File: src/rtl/debug_trace_buffer_pkg.sv
// rtl/debug_trace_buffer_pkg.sv - shared state encoding and trace entry layout helpers
// Entry layout is {ts, pc, data} with data in the least significant bits.
package debug_trace_buffer_pkg;

    typedef enum logic [1:0] {
        ST_IDLE    = 2'd0,
        ST_ARMED   = 2'd1,
        ST_CAPTURE = 2'd2,
        ST_DONE    = 2'd3
    } dtb_state_e;

    localparam int DATA_LSB = 0;

    function automatic int trace_entry_w(input int ts_w, input int pc_w, input int data_w);
        return ts_w + pc_w + data_w;
    endfunction

    function automatic int pc_lsb(input int data_w);
        return DATA_LSB + data_w;
    endfunction

    function automatic int ts_lsb(input int pc_w, input int data_w);
        return DATA_LSB + data_w + pc_w;
    endfunction

endpackage

File: src/rtl/debug_trace_buffer_if.sv
// rtl/debug_trace_buffer_if.sv - sampling, control and readout signals of the trace buffer
// master drives sampling/control and pops entries; slave is the trace buffer itself.
interface debug_trace_buffer_if
    import debug_trace_buffer_pkg::*;
#(
    parameter int PC_WIDTH   = 8,
    parameter int DATA_WIDTH = 8,
    parameter int DEPTH      = 16,
    parameter int TS_WIDTH   = 12
);
    localparam int ENTRY_W = trace_entry_w(TS_WIDTH, PC_WIDTH, DATA_WIDTH);
    localparam int CNT_W   = $clog2(DEPTH) + 1;

    logic                  enable;
    logic [PC_WIDTH-1:0]   pc;
    logic [DATA_WIDTH-1:0] debug_data;
    logic                  arm;
    logic                  stop;
    logic                  trig_en;
    logic [PC_WIDTH-1:0]   trig_pc;
    logic                  mode_all;
    logic                  wrap_en;
    logic                  rd_req;
    logic                  rd_valid;
    logic [ENTRY_W-1:0]    rd_data;
    logic [CNT_W-1:0]      count;
    logic                  triggered;
    logic                  done;
    logic                  overflow;

    modport master (
        output enable, pc, debug_data, arm, stop, trig_en, trig_pc, mode_all, wrap_en, rd_req,
        input  rd_valid, rd_data, count, triggered, done, overflow
    );

    modport slave (
        input  enable, pc, debug_data, arm, stop, trig_en, trig_pc, mode_all, wrap_en, rd_req,
        output rd_valid, rd_data, count, triggered, done, overflow
    );

endinterface

File: src/rtl/debug_trace_buffer_trace_ram.sv
// rtl/debug_trace_buffer_trace_ram.sv - trace storage, one sync write port and one sync read port
// Storage carries no reset; read data appears one cycle after i_re.
module trace_ram
    import debug_trace_buffer_pkg::*;
#(
    parameter int DEPTH = 16,
    parameter int WIDTH = 28,
    localparam int AW   = $clog2(DEPTH)
) (
    input  logic             clk,
    input  logic             i_we,
    input  logic [AW-1:0]    i_waddr,
    input  logic [WIDTH-1:0] i_wdata,
    input  logic             i_re,
    input  logic [AW-1:0]    i_raddr,
    output logic [WIDTH-1:0] o_rdata
);

    logic [WIDTH-1:0] r_mem [DEPTH];
    logic [WIDTH-1:0] r_rdata;

    always_ff @(posedge clk) begin
        if (i_we) begin
            r_mem[i_waddr] <= i_wdata;
        end
        if (i_re) begin
            r_rdata <= r_mem[i_raddr];
        end
    end

    assign o_rdata = r_rdata;

endmodule

File: src/rtl/debug_trace_buffer.sv
// rtl/debug_trace_buffer.sv - triggered circular trace capture of {timestamp, pc, debug value}
// Capture FSM, pointer/count bookkeeping and oldest-first readout around trace_ram.
module debug_trace_buffer
    import debug_trace_buffer_pkg::*;
#(
    parameter int PC_WIDTH   = 8,
    parameter int DATA_WIDTH = 8,
    parameter int DEPTH      = 16,
    parameter int TS_WIDTH   = 12
) (
    input logic                 clk,
    input logic                 reset,
    debug_trace_buffer_if.slave bus
);

    localparam int ENTRY_W = trace_entry_w(TS_WIDTH, PC_WIDTH, DATA_WIDTH);
    localparam int SMP_W   = PC_WIDTH + DATA_WIDTH;
    localparam int AW      = $clog2(DEPTH);
    localparam int CNT_W   = AW + 1;
    localparam int TS_LSB  = ts_lsb(PC_WIDTH, DATA_WIDTH);
    localparam int PC_LSB  = pc_lsb(DATA_WIDTH);

    localparam logic [CNT_W-1:0]    CNT_FULL = CNT_W'(DEPTH);
    localparam logic [CNT_W-1:0]    CNT_LAST = CNT_W'(DEPTH - 1);
    localparam logic [TS_WIDTH-1:0] TS_MAX   = '1;

    dtb_state_e          r_state;
    logic [AW-1:0]       r_wr_ptr;
    logic [AW-1:0]       r_rd_ptr;
    logic [CNT_W-1:0]    r_count;
    logic [TS_WIDTH-1:0] r_ts;
    logic                r_triggered;
    logic                r_overflow;
    logic                r_rd_valid;
    logic [SMP_W-1:0]    r_last;

    logic [SMP_W-1:0]    w_sample;
    logic                w_trig_hit;
    logic                w_cap_qual;
    logic                w_full;
    logic                w_we;
    logic                w_rd_fire;
    logic [TS_WIDTH-1:0] w_ts_next;
    logic [TS_WIDTH-1:0] w_wr_ts;
    logic [ENTRY_W-1:0]  w_wdata;
    logic [ENTRY_W-1:0]  w_ram_q;

    assign w_sample   = {bus.pc, bus.debug_data};
    assign w_trig_hit = bus.enable && (!bus.trig_en || (bus.pc == bus.trig_pc));
    assign w_cap_qual = bus.enable && (bus.mode_all || (w_sample != r_last));
    assign w_full     = (r_count == CNT_FULL);
    assign w_ts_next  = (r_ts == TS_MAX) ? r_ts : r_ts + 1'b1;
    assign w_rd_fire  = !reset && !bus.arm && (r_state == ST_DONE) && bus.rd_req
                        && (r_count != '0);

    // A full buffer only accepts a store when it may overwrite the oldest entry.
    always_comb begin
        w_we    = 1'b0;
        w_wr_ts = w_ts_next;
        if (!reset && !bus.arm) begin
            case (r_state)
                ST_ARMED: begin
                    if (w_trig_hit) begin
                        w_we    = 1'b1;
                        w_wr_ts = '0;
                    end
                end
                ST_CAPTURE: w_we = w_cap_qual && (!w_full || bus.wrap_en);
                default:    w_we = 1'b0;
            endcase
        end
    end

    assign w_wdata[TS_LSB +: TS_WIDTH]     = w_wr_ts;
    assign w_wdata[PC_LSB +: PC_WIDTH]     = bus.pc;
    assign w_wdata[DATA_LSB +: DATA_WIDTH] = bus.debug_data;

    always_ff @(posedge clk) begin
        if (reset) begin
            r_state     <= ST_IDLE;
            r_wr_ptr    <= '0;
            r_rd_ptr    <= '0;
            r_count     <= '0;
            r_ts        <= '0;
            r_triggered <= 1'b0;
            r_overflow  <= 1'b0;
            r_rd_valid  <= 1'b0;
            r_last      <= '0;
        end else if (bus.arm) begin
            r_state     <= ST_ARMED;
            r_wr_ptr    <= '0;
            r_rd_ptr    <= '0;
            r_count     <= '0;
            r_ts        <= '0;
            r_triggered <= 1'b0;
            r_overflow  <= 1'b0;
            r_rd_valid  <= 1'b0;
            r_last      <= '0;
        end else begin
            r_rd_valid <= w_rd_fire;
            if (w_rd_fire) begin
                r_rd_ptr <= r_rd_ptr + 1'b1;
                r_count  <= r_count - 1'b1;
            end
            if (w_we) begin
                r_wr_ptr <= r_wr_ptr + 1'b1;
                r_last   <= w_sample;
                if (w_full) begin
                    r_rd_ptr   <= r_rd_ptr + 1'b1;
                    r_overflow <= 1'b1;
                end else begin
                    r_count <= r_count + 1'b1;
                end
            end
            case (r_state)
                ST_ARMED: begin
                    if (w_trig_hit) begin
                        r_triggered <= 1'b1;
                        r_ts        <= '0;
                        r_state     <= ST_CAPTURE;
                    end
                end
                ST_CAPTURE: begin
                    if (bus.enable) begin
                        r_ts <= w_ts_next;
                    end
                    // Without wrap, the store into the last free slot ends capture on the same edge.
                    if (bus.stop || (!bus.wrap_en && (w_full || (w_we && r_count == CNT_LAST)))) begin
                        r_state <= ST_DONE;
                    end
                end
                default: r_state <= r_state;
            endcase
        end
    end

    trace_ram #(
        .DEPTH (DEPTH),
        .WIDTH (ENTRY_W)
    ) u_trace_ram (
        .clk     (clk),
        .i_we    (w_we),
        .i_waddr (r_wr_ptr),
        .i_wdata (w_wdata),
        .i_re    (w_rd_fire),
        .i_raddr (r_rd_ptr),
        .o_rdata (w_ram_q)
    );

    assign bus.rd_valid  = r_rd_valid;
    assign bus.rd_data   = r_rd_valid ? w_ram_q : '0;
    assign bus.count     = r_count;
    assign bus.triggered = r_triggered;
    assign bus.done      = (r_state == ST_DONE);
    assign bus.overflow  = r_overflow;

endmodule

File: src/flat_wrapper.sv
// flat-port wrapper written by rule: the top's interface ports become plain ports
module debug_trace_buffer_flat import debug_trace_buffer_pkg::*;
#(
    parameter int PC_WIDTH   = 8,
    parameter int DATA_WIDTH = 8,
    parameter int DEPTH      = 16,
    parameter int TS_WIDTH   = 12
)
  (clk, reset, bus_enable, bus_pc, bus_debug_data, bus_arm, bus_stop, bus_trig_en, bus_trig_pc, bus_mode_all, bus_wrap_en, bus_rd_req, bus_rd_valid, bus_rd_data, bus_count, bus_triggered, bus_done, bus_overflow);
  debug_trace_buffer_if #(.PC_WIDTH(PC_WIDTH), .DATA_WIDTH(DATA_WIDTH), .DEPTH(DEPTH), .TS_WIDTH(TS_WIDTH)) bus_i ();
  input logic clk;
  input logic reset;
  input wire logic [$bits(bus_i.enable)-1:0] bus_enable;
  input wire logic [$bits(bus_i.pc)-1:0] bus_pc;
  input wire logic [$bits(bus_i.debug_data)-1:0] bus_debug_data;
  input wire logic [$bits(bus_i.arm)-1:0] bus_arm;
  input wire logic [$bits(bus_i.stop)-1:0] bus_stop;
  input wire logic [$bits(bus_i.trig_en)-1:0] bus_trig_en;
  input wire logic [$bits(bus_i.trig_pc)-1:0] bus_trig_pc;
  input wire logic [$bits(bus_i.mode_all)-1:0] bus_mode_all;
  input wire logic [$bits(bus_i.wrap_en)-1:0] bus_wrap_en;
  input wire logic [$bits(bus_i.rd_req)-1:0] bus_rd_req;
  output wire logic [$bits(bus_i.rd_valid)-1:0] bus_rd_valid;
  output wire logic [$bits(bus_i.rd_data)-1:0] bus_rd_data;
  output wire logic [$bits(bus_i.count)-1:0] bus_count;
  output wire logic [$bits(bus_i.triggered)-1:0] bus_triggered;
  output wire logic [$bits(bus_i.done)-1:0] bus_done;
  output wire logic [$bits(bus_i.overflow)-1:0] bus_overflow;
  assign bus_i.enable = bus_enable;
  assign bus_i.pc = bus_pc;
  assign bus_i.debug_data = bus_debug_data;
  assign bus_i.arm = bus_arm;
  assign bus_i.stop = bus_stop;
  assign bus_i.trig_en = bus_trig_en;
  assign bus_i.trig_pc = bus_trig_pc;
  assign bus_i.mode_all = bus_mode_all;
  assign bus_i.wrap_en = bus_wrap_en;
  assign bus_i.rd_req = bus_rd_req;
  assign bus_rd_valid = bus_i.rd_valid;
  assign bus_rd_data = bus_i.rd_data;
  assign bus_count = bus_i.count;
  assign bus_triggered = bus_i.triggered;
  assign bus_done = bus_i.done;
  assign bus_overflow = bus_i.overflow;
  debug_trace_buffer #(.PC_WIDTH(PC_WIDTH), .DATA_WIDTH(DATA_WIDTH), .DEPTH(DEPTH), .TS_WIDTH(TS_WIDTH)) u_core (.clk(clk), .reset(reset), .bus(bus_i));
endmodule
File: config.mk
export PLATFORM = sky130hd
export DESIGN_NAME = debug_trace_buffer_flat
export DESIGN_NICKNAME = d
export VERILOG_FILES = /design/src/rtl/debug_trace_buffer_pkg.sv /design/src/rtl/debug_trace_buffer_if.sv /design/src/rtl/debug_trace_buffer_trace_ram.sv /design/src/rtl/debug_trace_buffer.sv /design/src/flat_wrapper.sv
export SDC_FILE = /design/constraint.sdc
export NUM_CORES = 1
export LEC_CHECK = 0
export CAP_MARGIN = 10
export CORE_ASPECT_RATIO = 1.75
export CORE_MARGIN = 5
export CORE_UTILIZATION = 45
export CTS_BUF_LIST = sky130_fd_sc_hd__clkbuf_4 sky130_fd_sc_hd__clkbuf_8
export DETAILED_ROUTE_END_ITERATION = 16
export PLACE_DENSITY = 0.61
export REMOVE_ABC_BUFFERS = 1
export SYNTH_ARGS = -nofsm -noshare
export SYNTH_HDL_FRONTEND = slang
export SYNTH_SLANG_ARGS = --single-unit
export TNS_END_PERCENT = 30
File: constraint.sdc
create_clock -name clk -period 7.05 [get_ports clk]
set_clock_uncertainty 0.15 [all_clocks]
set_input_delay 1.0575 -clock clk [delete_from_list [all_inputs] [get_ports clk]]
set_output_delay 1.0575 -clock clk [all_outputs]
set_load 0.02 [all_outputs]
==> reports/qor.txt, run 1 <==
run status -> finished clean
Layout Utilization -> 51.6%
Post-Synthesis Cells -> 1,291
Required @ worst endpoint -> 7.14 ns
wire length of the first global-routing pass -> 76,300 um
source-to-sink clock delay at the later pin of the worst-skew pair -> 0.63 ns
Final HPWL DP -> 29,100 um
DIE HEIGHT -> 297 um
leakage component of the power -> 7.57 nW
antenna violations before repair -> 3
arrival time worst endpoint -> 4.86 ns
sequential element share of the synthesized area -> 71.8%
cells resized by post-CTS repair -> 0
starting utilization of the core area -> 45.3%
pin slew with the least headroom to its limit -> 1.20 ns
Max-Cap Viols -> 0
post-route DRC violation count -> 0
Hold Fails Final Rpt -> 0
CTS tree -> done
maximum clock frequency -> 210 MHz
setup repair after global routing missed its margin -> false
Net count, final -> 1,438
final estimated routing congestion in global placement -> 0.815
total power per unit cell area -> 246 mW/mm^2
vias post-DR -> 11.8k
width of the die -> 174 um
cells on worst reg2reg path -> 8
cell taking the most area after synthesis -> sky130_fd_sc_hd__edfxtp_1
count of routing violations after the opening detailed-route iteration -> 851
average size of a mapped cell -> 16.4 sq um
max-slew violation count -> 0
Clock transition at path regs -> 0.06 ns
Area contributors post-synth -> sky130_fd_sc_hd__edfxtp_1 (67%), sky130_fd_sc_hd__mux4_2 (5.9%), sky130_fd_sc_hd__mux2i_1 (4.7%)
cell row count -> 105
crit path launch type -> primary input
H-tree depth -> 3
Most used DFF post-synth -> sky130_fd_sc_hd__edfxtp_1
count of clock tree sinks -> 522
Worst Slack Setup Final -> 2.28 ns
class of the most critical setup path -> in2reg
instance count along the most critical hold path -> 2
Post-DRT Antenna Nets -> 0
# port buffers -> 69
Worst Path Max Fanout -> 30
TritonRoute pass-1 iters -> 5
GR Overflow Total -> 0
ratio of cells with drive above 1 in the final layout -> 17.5%
clock buffer depth -> 3
number of post-CTS setup repair buffers -> 0
number of flops mapped to enable cells by yosys -> 476
top cell type's share of synthesized area -> 67.4%
relative slew slack -> 19.8%
pin count of the biggest net entering global routing -> 108
shortest clock period the worst path allows after layout -> 4.77 ns
flip-flop and latch count after synthesis -> 522
combined global-route utilization of all metal layers -> 19.5%
hold buffer count at cts -> 0
worst ir drop on vdd -> 124 uV
WL/cell -> 24.9 um
DR vias/cell -> 5.77
final period utilization -> 67.7%
area overhead of the layout relative to synthesis -> 13.9%
DIE AREA -> 0.0517 sq mm
Clk Tree Root Cell -> sky130_fd_sc_hd__clkbuf_8
worst setup slack after placement -> 1.64 ns
number of warnings printed during yosys synthesis -> 0
Syn Std Cell Area -> 0.0212 sq mm
number of global-route vias before repair -> 12.1k
async set or reset register ratio after synthesis -> 0%
post-detailed-routing wire length -> 50,900 um
distinct cell type count after synthesis -> 63
worst min-delay path category -> reg2reg
CTS Buf Count -> 73
top-level port count -> 70
core region area -> 0.0468 sq mm
Crit. End Element -> register
Final setup violation count -> 0
logic make-up (layout without fill, tap and decap cells):
family / count (synthesis) / count (layout) / synth area share [%]
simple gates: 242 / 242 / 6.18
compound gates: 227 / 227 / 6.77
buf+inv: 80 / 242 / 1.53
flops: 522 / 522 / 71.8
mux: 174 / 174 / 11.6
other cells: 0 / 2 / 0
fa+ha+maj: 13 / 13 / 0.767
xor+xnor: 33 / 33 / 1.36
layout make-up:
cell class | count | area [sq um]
multi-input cells | 689 | 5720
repair buffers | 88 | 846
flip-flops and latches | 522 | 15200
well taps | 588 | 736
fillers | 3887 | 22600
diodes | 2 | 5.00
clock buffers | 99 | 1210
clock inverters | 37 | 338
inverters | 18 | 67.6
cell usage after synthesis, drive strengths merged (3+ instances only):
| cell type | n |
|---|---|
| nor2b | 6 |
| and3 | 15 |
| ha | 13 |
| o211ai | 3 |
| nor3 | 21 |
| mux2 | 18 |
| nor3b | 3 |
| and2 | 31 |
| mux2i | 100 |
| o21ai | 92 |
| a311oi | 3 |
| buf | 26 |
| a221oi | 28 |
| mux4 | 56 |
| nor4 | 8 |
| xnor2 | 23 |
| nand3 | 16 |
| o211a | 4 |
| xor2 | 10 |
| clkbuf | 36 |
| a22oi | 28 |
| a21oi | 47 |
| nand2 | 85 |
| or3 | 10 |
| nor2 | 31 |
| dfxtp | 46 |
| edfxtp | 476 |
| inv | 18 |
| nand4 | 6 |
| a31oi | 3 |
metrics by stage:
step | setup TNS [ns] | hold slack (ns) | power, mW | std cells | area (sq um)
floorplan | -8.84 | 0.290 | 3.46 | 1229 | 20900
global placement | 0 | 0.297 | 3.52 | 1905 | 22600
detailed placement | 0 | 0.305 | 3.52 | 1905 | 22600
CTS | 0 | 0.314 | 5.99 | 2041 | 24100
global route | 0 | 0.321 | 6.14 | 2042 | 24100
finish | 0 | 0.310 | 5.94 | 2043 | 24100
path summary, 6_finish.rpt:
check,end,from,slack [ns]
min reg2reg,u_core.r_last[3]$_SDFFE_PP0P_,u_core.r_last[3]$_SDFFE_PP0P_,0.31
max,u_core.u_trace_ram.r_mem[0][16]$_DFFE_PP_,bus_pc[1],2.28
min,u_core.r_last[3]$_SDFFE_PP0P_,u_core.r_last[3]$_SDFFE_PP0P_,0.31
max reg2reg,u_core.u_trace_ram.r_mem[0][16]$_DFFE_PP_,u_core.r_state[0]$_SDFFE_PP0P_,3.04
worst max-delay path, stage by stage:
cell and delay [ns]:
sky130_fd_sc_hd__clkdlybuf4s50_1 1.01, sky130_fd_sc_hd__xor2_1 0.21, sky130_fd_sc_hd__nor4_4 0.38, sky130_fd_sc_hd__a21bo_2 0.26, sky130_fd_sc_hd__nand3_1 0.13, sky130_fd_sc_hd__nand2_1 0.71
sky130_fd_sc_hd__and3_2 1.08
where the power goes:
| part | internal, mW | switching [mW] | total (mW) |
|---|---|---|---|
| Clock | 1.35 | 1.14 | 2.49 |
| Sequential | 3.35 | 0.00240 | 3.36 |
| Combinational | 0.0342 | 0.0653 | 0.0995 |
cells in the final DEF (no fill, tap or decap), types with 5 or more instances in the layout:
master                            netlist  routed
sky130_fd_sc_hd__dfxtp_1               46      43
sky130_fd_sc_hd__and2_1                31      30
sky130_fd_sc_hd__clkinv_1               0      14
sky130_fd_sc_hd__xnor2_1               23      23
sky130_fd_sc_hd__mux4_2                56      56
sky130_fd_sc_hd__a22oi_1               28      28
sky130_fd_sc_hd__nand2_1               85      85
sky130_fd_sc_hd__nor3_1                18      16
sky130_fd_sc_hd__clkdlybuf4s50_1        0      69
sky130_fd_sc_hd__mux2i_1              100     100
sky130_fd_sc_hd__clkbuf_8               0      75
sky130_fd_sc_hd__nand3_1               16      16
sky130_fd_sc_hd__clkbuf_4               0      24
sky130_fd_sc_hd__and3_2                 0      12
sky130_fd_sc_hd__nor2_1                30      30
sky130_fd_sc_hd__ha_1                  13      13
sky130_fd_sc_hd__mux2_2                18      18
sky130_fd_sc_hd__xor2_1                10      10
sky130_fd_sc_hd__o21ai_0               74      74
sky130_fd_sc_hd__buf_4                  0      18
sky130_fd_sc_hd__clkinv_2               0      11
sky130_fd_sc_hd__a21oi_1               46      46
sky130_fd_sc_hd__bufinv_16              0       6
sky130_fd_sc_hd__nand4_1                5       5
sky130_fd_sc_hd__edfxtp_1             476     476
sky130_fd_sc_hd__or3_1                  9       9
sky130_fd_sc_hd__a221oi_1              28      28
sky130_fd_sc_hd__inv_1                 17      17
sky130_fd_sc_hd__o21ai_1               18      18
per-layer routing:
metal,global-route usage (%),share of wire (%)
met5,0,0
met4,7.06,2.9
met3,2.75,4.6
met2,34.9,53
met1,24.2,39
state kept, by name, indices dropped and copies added, names as in the netlist:
name and cells:
u_core.r_rd_ptr 4, u_core.r_state 2, u_core.bus.rd_valid 1, u_core.bus.count 5, u_core.r_ts 12, u_core.bus.overflow 1, u_core.bus.triggered 1, u_core.r_wr_ptr 4
u_core.u_trace_ram.r_mem 448, u_core.u_trace_ram.o_rdata 28, u_core.r_last 16
Power figures use the tool's default switching activity.
==> run 2: changes to the inputs <==
clock period = 4.74 ns   (was 7.05 ns; I/O delays follow)
==> reports/qor.txt, run 2 (synthesized netlist as in run 1, its figures left out) <==
launch point of the worst path -> bus_pc[6]
Final setup violation count -> 0 (unchanged)
hold buffer count at cts -> 0 (unchanged)
ratio of cells with drive above 1 in the final layout -> 18.6% (+1.0 points)
hold path startpoint -> u_core.r_last[0]$_SDFFE_PP0P_
Largest register FFs -> 448 (unchanged)
Clock transition at path regs -> 0.06 ns (about the same)
vias post-DR -> 11.9k (+0.95%)
# port buffers -> 69 (unchanged)
DR vias/cell -> 5.78 (+0.17%)
run status -> finished clean
fill cell count -> 3,858 (-0.75%)
starting utilization of the core area -> 45.3% (unchanged)
crit path launch type -> primary input
maximum clock frequency -> 278 MHz
cells resized by post-CTS repair -> 0 (unchanged)
Hold Fails Final Rpt -> 0 (unchanged)
worst slack on hold paths -> 0.310 ns (+0.000507 ns)
source-to-sink clock delay at the later pin of the worst-skew pair -> 0.62 ns (about the same)
top-level port count -> 70 (unchanged)
pin count of the biggest net entering global routing -> 50 (-54%)
H-tree depth -> 3 (unchanged)
Final HPWL DP -> 31,300 um (+7.6%)
leakage component of the power -> 7.57 nW (about the same)
Max-Cap Viols -> 0 (unchanged)
post-detailed-routing wire length -> 52,400 um (+3.0%)
count of routing violations after the opening detailed-route iteration -> 943 (+11%)
number of global-route vias before repair -> 12.3k (+2.1%)
Net count, final -> 1,461 (+1.6%)
area overhead of the layout relative to synthesis -> 14.3%
combined global-route utilization of all metal layers -> 20.1% (+0.54 points)
most frequent cells in the layout -> sky130_fd_sc_hd__edfxtp_1 (476), sky130_fd_sc_hd__mux2i_1 (100), sky130_fd_sc_hd__nand2_1 (85)
worst ir drop on vdd -> 175 uV (+41%)
Critical R2R Launch -> u_core.r_state[0]$_SDFFE_PP0P_
GR Overflow Total -> 0 (unchanged)
CTS Buf Count -> 72 (-1.4%)
post-route DRC violation count -> 0 (unchanged)
TritonRoute pass-1 iters -> 6 (+1)
DIE HEIGHT -> 297 um (unchanged)
max-slew violation count -> 0 (unchanged)
total power per unit cell area -> 356 mW/mm^2 (+45%)
Largest Register -> u_core.u_trace_ram.r_mem
WL/cell -> 25.5 um (+2.2%)
setup repair after global routing missed its margin -> false
count of clock tree sinks -> 522 (unchanged)
Post-DRT Antenna Nets -> 0 (unchanged)
cell row count -> 105 (unchanged)
relative slew slack -> 18.4% (-1.3 points)
final period utilization -> 75.8%
number of post-CTS setup repair buffers -> 0 (unchanged)
Clk Tree Root Cell -> sky130_fd_sc_hd__clkbuf_8
clock buffer depth -> 3 (unchanged)
class of the most critical setup path -> in2reg
Worst Path Max Fanout -> 20 (-33%)
CTS tree -> done
Worst Slack Setup Final -> 1.15 ns (-1.13 ns)
pin slew with the least headroom to its limit -> 1.22 ns (+0.0174 ns)
Required @ worst endpoint -> 4.86 ns (-2.28 ns)
leading cell type in the layout, fill and taps excluded -> sky130_fd_sc_hd__edfxtp_1
width of the die -> 174 um (unchanged)
setup TNS -> 0 ns (unchanged)
shortest clock period the worst path allows after layout -> 3.59 ns
DIE AREA -> 0.0517 sq mm (unchanged)
worst setup slack after placement -> 0.451 ns (-1.19 ns)
final estimated routing congestion in global placement -> 0.807 (-0.98%)
antenna violations before repair -> 3 (unchanged)
wire length of the first global-routing pass -> 77,700 um (+1.9%)
arrival time worst endpoint -> 3.71 ns (-1.15 ns)
core region area -> 0.0468 sq mm (unchanged)
worst min-delay path category -> reg2reg
Crit. End Element -> register
[run 2: cell types whose count changed in the layout (fill, tap and decap cells not counted)]
cell / previous run / this run
sky130_fd_sc_hd__clkinvlp_4: 4 / 5
sky130_fd_sc_hd__buf_12: 1 / 3
sky130_fd_sc_hd__clkinv_1: 14 / 10
sky130_fd_sc_hd__clkbuf_4: 24 / 22
sky130_fd_sc_hd__bufinv_16: 6 / 3
sky130_fd_sc_hd__inv_6: 1 / 2
sky130_fd_sc_hd__diode_2: 2 / 3
sky130_fd_sc_hd__buf_4: 18 / 40
sky130_fd_sc_hd__nor3_2: 4 / 3
sky130_fd_sc_hd__clkinv_2: 11 / 9
sky130_fd_sc_hd__nor3_1: 16 / 17
[run 2: path summary, 6_finish.rpt]
| kind | end | slack, ns | cells past startpoint |
|---|---|---|---|
| max reg2reg | u_core.u_trace_ram.r_mem[3][6]$_DFFE_PP_ | 1.22 | 9 |
| max | u_core.u_trace_ram.r_mem[3][6]$_DFFE_PP_ | 1.15 | 8 |
| min reg2reg | u_core.r_last[0]$_SDFFE_PP0P_ | 0.31 | 2 |
| min | u_core.r_last[0]$_SDFFE_PP0P_ | 0.31 | 2 |
[run 2: routing by layer]
metal | routed length [um] | global-route usage (%) | up-vias
met4 | 1640 | 7.23 | 0
met5 | 0 | 0 | -
met3 | 2570 | 3.03 | 83
li1 | - | - | 5357
met2 | 27600 | 35.5 | 359
met1 | 20600 | 25.1 | 6104
[run 2: through the flow]
stage | total power, mW | util (%) | cell area [sq um] | cells
floorplan | 5.14 | - | 20900 | 1229
global placement | 5.25 | 48.7 | 22800 | 1928
detailed placement | 5.25 | 48.7 | 22800 | 1928
CTS | 8.72 | 51.8 | 24200 | 2055
global route | 8.93 | 51.8 | 24200 | 2057
finish | 8.63 | 51.8 | 24200 | 2059
[run 2: report_power, final]
group          internal (mW)  switching [mW]  leakage [nW]
clock                   1.82            1.66         0.750
combinational         0.0573           0.104          2.13
sequential              4.99         0.00354          4.69
total                   6.87            1.76          7.57
[run 2: area by class of cell]
type / count / area, sq um / area share [%]
sequential: 522 / 15200 / 62.8
clock inverter: 30 / 239 / 0.986
tap: 588 / 736 / 3.04
timing repair buffer: 112 / 1050 / 4.34
multi-input combinational: 689 / 5710 / 23.6
antenna: 3 / 7.51 / 0.0310
inverter: 18 / 67.6 / 0.279
clock buffer: 97 / 1200 / 4.94
[run 2: worst max-delay path, cell delays in order]
cell and delay [ns]:
sky130_fd_sc_hd__clkdlybuf4s50_1 0.56, sky130_fd_sc_hd__xor2_1 0.25, sky130_fd_sc_hd__nor4_4 0.38, sky130_fd_sc_hd__a21boi_2 0.18, sky130_fd_sc_hd__nor3_2 0.25, sky130_fd_sc_hd__o21ai_1 0.12
sky130_fd_sc_hd__nor3_2 0.75, sky130_fd_sc_hd__buf_4 0.50
==> run 3: changes to the inputs <==
clock period = 3.5 ns   (was 4.74 ns; I/O delays follow)
==> reports/qor.txt, run 3 (synthesized netlist as in run 1, its figures left out) <==
Post-DRT Antenna Nets -> 0 (unchanged)
count of clock tree sinks -> 522 (unchanged)
count of routing violations after the opening detailed-route iteration -> 834 (-12%)
most frequent cells in the layout -> sky130_fd_sc_hd__edfxtp_1 (476), sky130_fd_sc_hd__mux2i_1 (100), sky130_fd_sc_hd__nand2_1 (85)
class of the most critical setup path -> reg2reg
Final HPWL DP -> 34,600 um (+10%)
max-slew violation count -> 0 (unchanged)
GR Overflow Total -> 0 (unchanged)
final instance area -> 0.0248 sq mm (+2.5%)
area overhead of the layout relative to synthesis -> 17.1%
run status -> finished clean
Net count, final -> 1,506 (+3.1%)
cells resized by post-CTS repair -> 0 (unchanged)
Clk Tree Root Cell -> sky130_fd_sc_hd__clkbuf_8
leakage component of the power -> 7.87 nW (+3.9%)
WL/cell -> 24.7 um (-3.1%)
Clock transition at path regs -> 0.07 ns (about the same)
worst min-delay path category -> reg2reg
pin count of the biggest net entering global routing -> 43 (-14%)
Critical R2R Launch -> u_core.r_state[0]$_SDFFE_PP0P_
cells on worst reg2reg path -> 9 (unchanged)
TritonRoute pass-1 iters -> 5 (-1)
DIE HEIGHT -> 297 um (unchanged)
Required @ worst endpoint -> 3.57 ns (-1.29 ns)
post-route DRC violation count -> 0 (unchanged)
clock buffer depth -> 3 (unchanged)
fill cell count -> 3,824 (-0.88%)
worst ir drop on vdd -> 285 uV (+64%)
CTS tree -> done
Placement Cell Area -> 0.0233 sq mm (+2.5%)
core region area -> 0.0468 sq mm (unchanged)
arrival time worst endpoint -> 3.23 ns (-0.48 ns)
source-to-sink clock delay at the later pin of the worst-skew pair -> 0.61 ns (about the same)
hold buffer count at cts -> 0 (unchanged)
CTS Buf Count -> 74 (+2.8%)
maximum clock frequency -> 317 MHz
final period utilization -> 90.3%
final estimated routing congestion in global placement -> 0.801 (-0.68%)
DR vias/cell -> 5.67 (-1.9%)
width of the die -> 174 um (unchanged)
DIE AREA -> 0.0517 sq mm (unchanged)
Reg area -> 0.0152 sq mm (unchanged)
Largest Register -> u_core.u_trace_ram.r_mem
hold path startpoint -> u_core.r_last[5]$_SDFFE_PP0P_
Worst Path Max Fanout -> 28 (+40%)
number of post-CTS setup repair buffers -> 0 (unchanged)
number of global-route vias before repair -> 12.4k (+0.61%)
# port buffers -> 69 (unchanged)
number of cells after detailed placement -> 1,972 (+2.3%)
wire length of the first global-routing pass -> 78,900 um (+1.5%)
Largest register FFs -> 448 (unchanged)
final cell count without fillers -> 2,100 (+2.0%)
pin slew with the least headroom to its limit -> 1.05 ns (-0.172 ns)
launch point of the worst path -> u_core.r_state[0]$_SDFFE_PP0P_
shortest clock period the worst path allows after layout -> 3.16 ns
starting utilization of the core area -> 45.3% (unchanged)
cell row count -> 105 (unchanged)
Final setup violation count -> 0 (unchanged)
instance count along the most critical hold path -> 2 (unchanged)
top-level port count -> 70 (unchanged)
crit path launch type -> register
combined global-route utilization of all metal layers -> 20.1% (about the same)
relative slew slack -> 29.8% (+11 points)
setup repair after global routing missed its margin -> false
Crit. End Element -> register
leading cell type in the layout, fill and taps excluded -> sky130_fd_sc_hd__edfxtp_1
Max-Cap Viols -> 0 (unchanged)
post-detailed-routing wire length -> 51,800 um (-1.2%)
multi-input combinational cell area -> 0.00571 sq mm (unchanged)
antenna violations before repair -> 2 (-1)
Hold Fails Final Rpt -> 0 (unchanged)
H-tree depth -> 3 (unchanged)
ratio of cells with drive above 1 in the final layout -> 20.5% (+1.9 points)
total power per unit cell area -> 477 mW/mm^2 (+34%)
vias post-DR -> 11.9k (+0.084%)
[run 3: cell types whose count changed in the layout (fill, tap and decap cells not counted), moves of 2 or more]
cell,change
sky130_fd_sc_hd__clkbuf_8,+7
sky130_fd_sc_hd__buf_4,+24
sky130_fd_sc_hd__clkinvlp_4,-3
sky130_fd_sc_hd__clkinv_1,+5
sky130_fd_sc_hd__buf_12,+19
sky130_fd_sc_hd__clkbuf_4,-5
sky130_fd_sc_hd__clkinv_2,-4
sky130_fd_sc_hd__inv_6,-2
[run 3: final timing paths]
check | end | slack, ns
max | u_core.u_trace_ram.r_mem[15][0]$_DFFE_PP_ | 0.34
min | u_core.r_last[5]$_SDFFE_PP0P_ | 0.31
max reg2reg | u_core.u_trace_ram.r_mem[15][0]$_DFFE_PP_ | 0.34
min reg2reg | u_core.r_last[5]$_SDFFE_PP0P_ | 0.31
[run 3: worst max-delay path, cell delays in order (launching register included)]
cell and delay (ns):
sky130_fd_sc_hd__dfxtp_1 0.40, sky130_fd_sc_hd__inv_1 0.07, sky130_fd_sc_hd__ha_1 0.31, sky130_fd_sc_hd__or3_4 0.34
sky130_fd_sc_hd__nor2_1 0.14, sky130_fd_sc_hd__o21ai_1 0.13, sky130_fd_sc_hd__a21oi_1 0.19, sky130_fd_sc_hd__o21ai_1 0.10
sky130_fd_sc_hd__buf_4 0.18, sky130_fd_sc_hd__nor2b_4 0.77
[run 3: through the flow]
step                      setup slack (ns)  utilization (%)  power, mW  hold slack [ns]  TNS (ns)
after floorplan                      -3.86                -       6.97            0.290   -216.96
after detailed placement            -0.134             49.9       7.14            0.306     -8.10
after global placement              -0.170             49.9       7.14            0.299    -10.75
final                                0.341             53.1       11.8            0.315         0
after global routing                0.0370             53.1       12.3            0.339         0
after CTS                            0.257             53.1       12.0            0.316         0
[run 3: final cells by class]
class / count / share of cell area (%)
timing repair buffer: 155 / 6.49
antenna: 2 / 0.0202
sequential: 522 / 61.3
tap: 588 / 2.96
multi-input combinational: 689 / 23.0
inverter: 18 / 0.272
clock buffer: 99 / 5.06
clock inverter: 27 / 0.907
[run 3: power by group]
group          internal (mW)  switching, mW
Clock                   2.62           2.21
Sequential              6.76        0.00467
Combinational         0.0907          0.154
Total                   9.47           2.37
[run 3: layer usage]
layer  routed length (um)  track usage, %
met3                 2520            3.09
met2                27200            35.0
met5                    0               0
met4                 1180            6.17
met1                20900            26.0
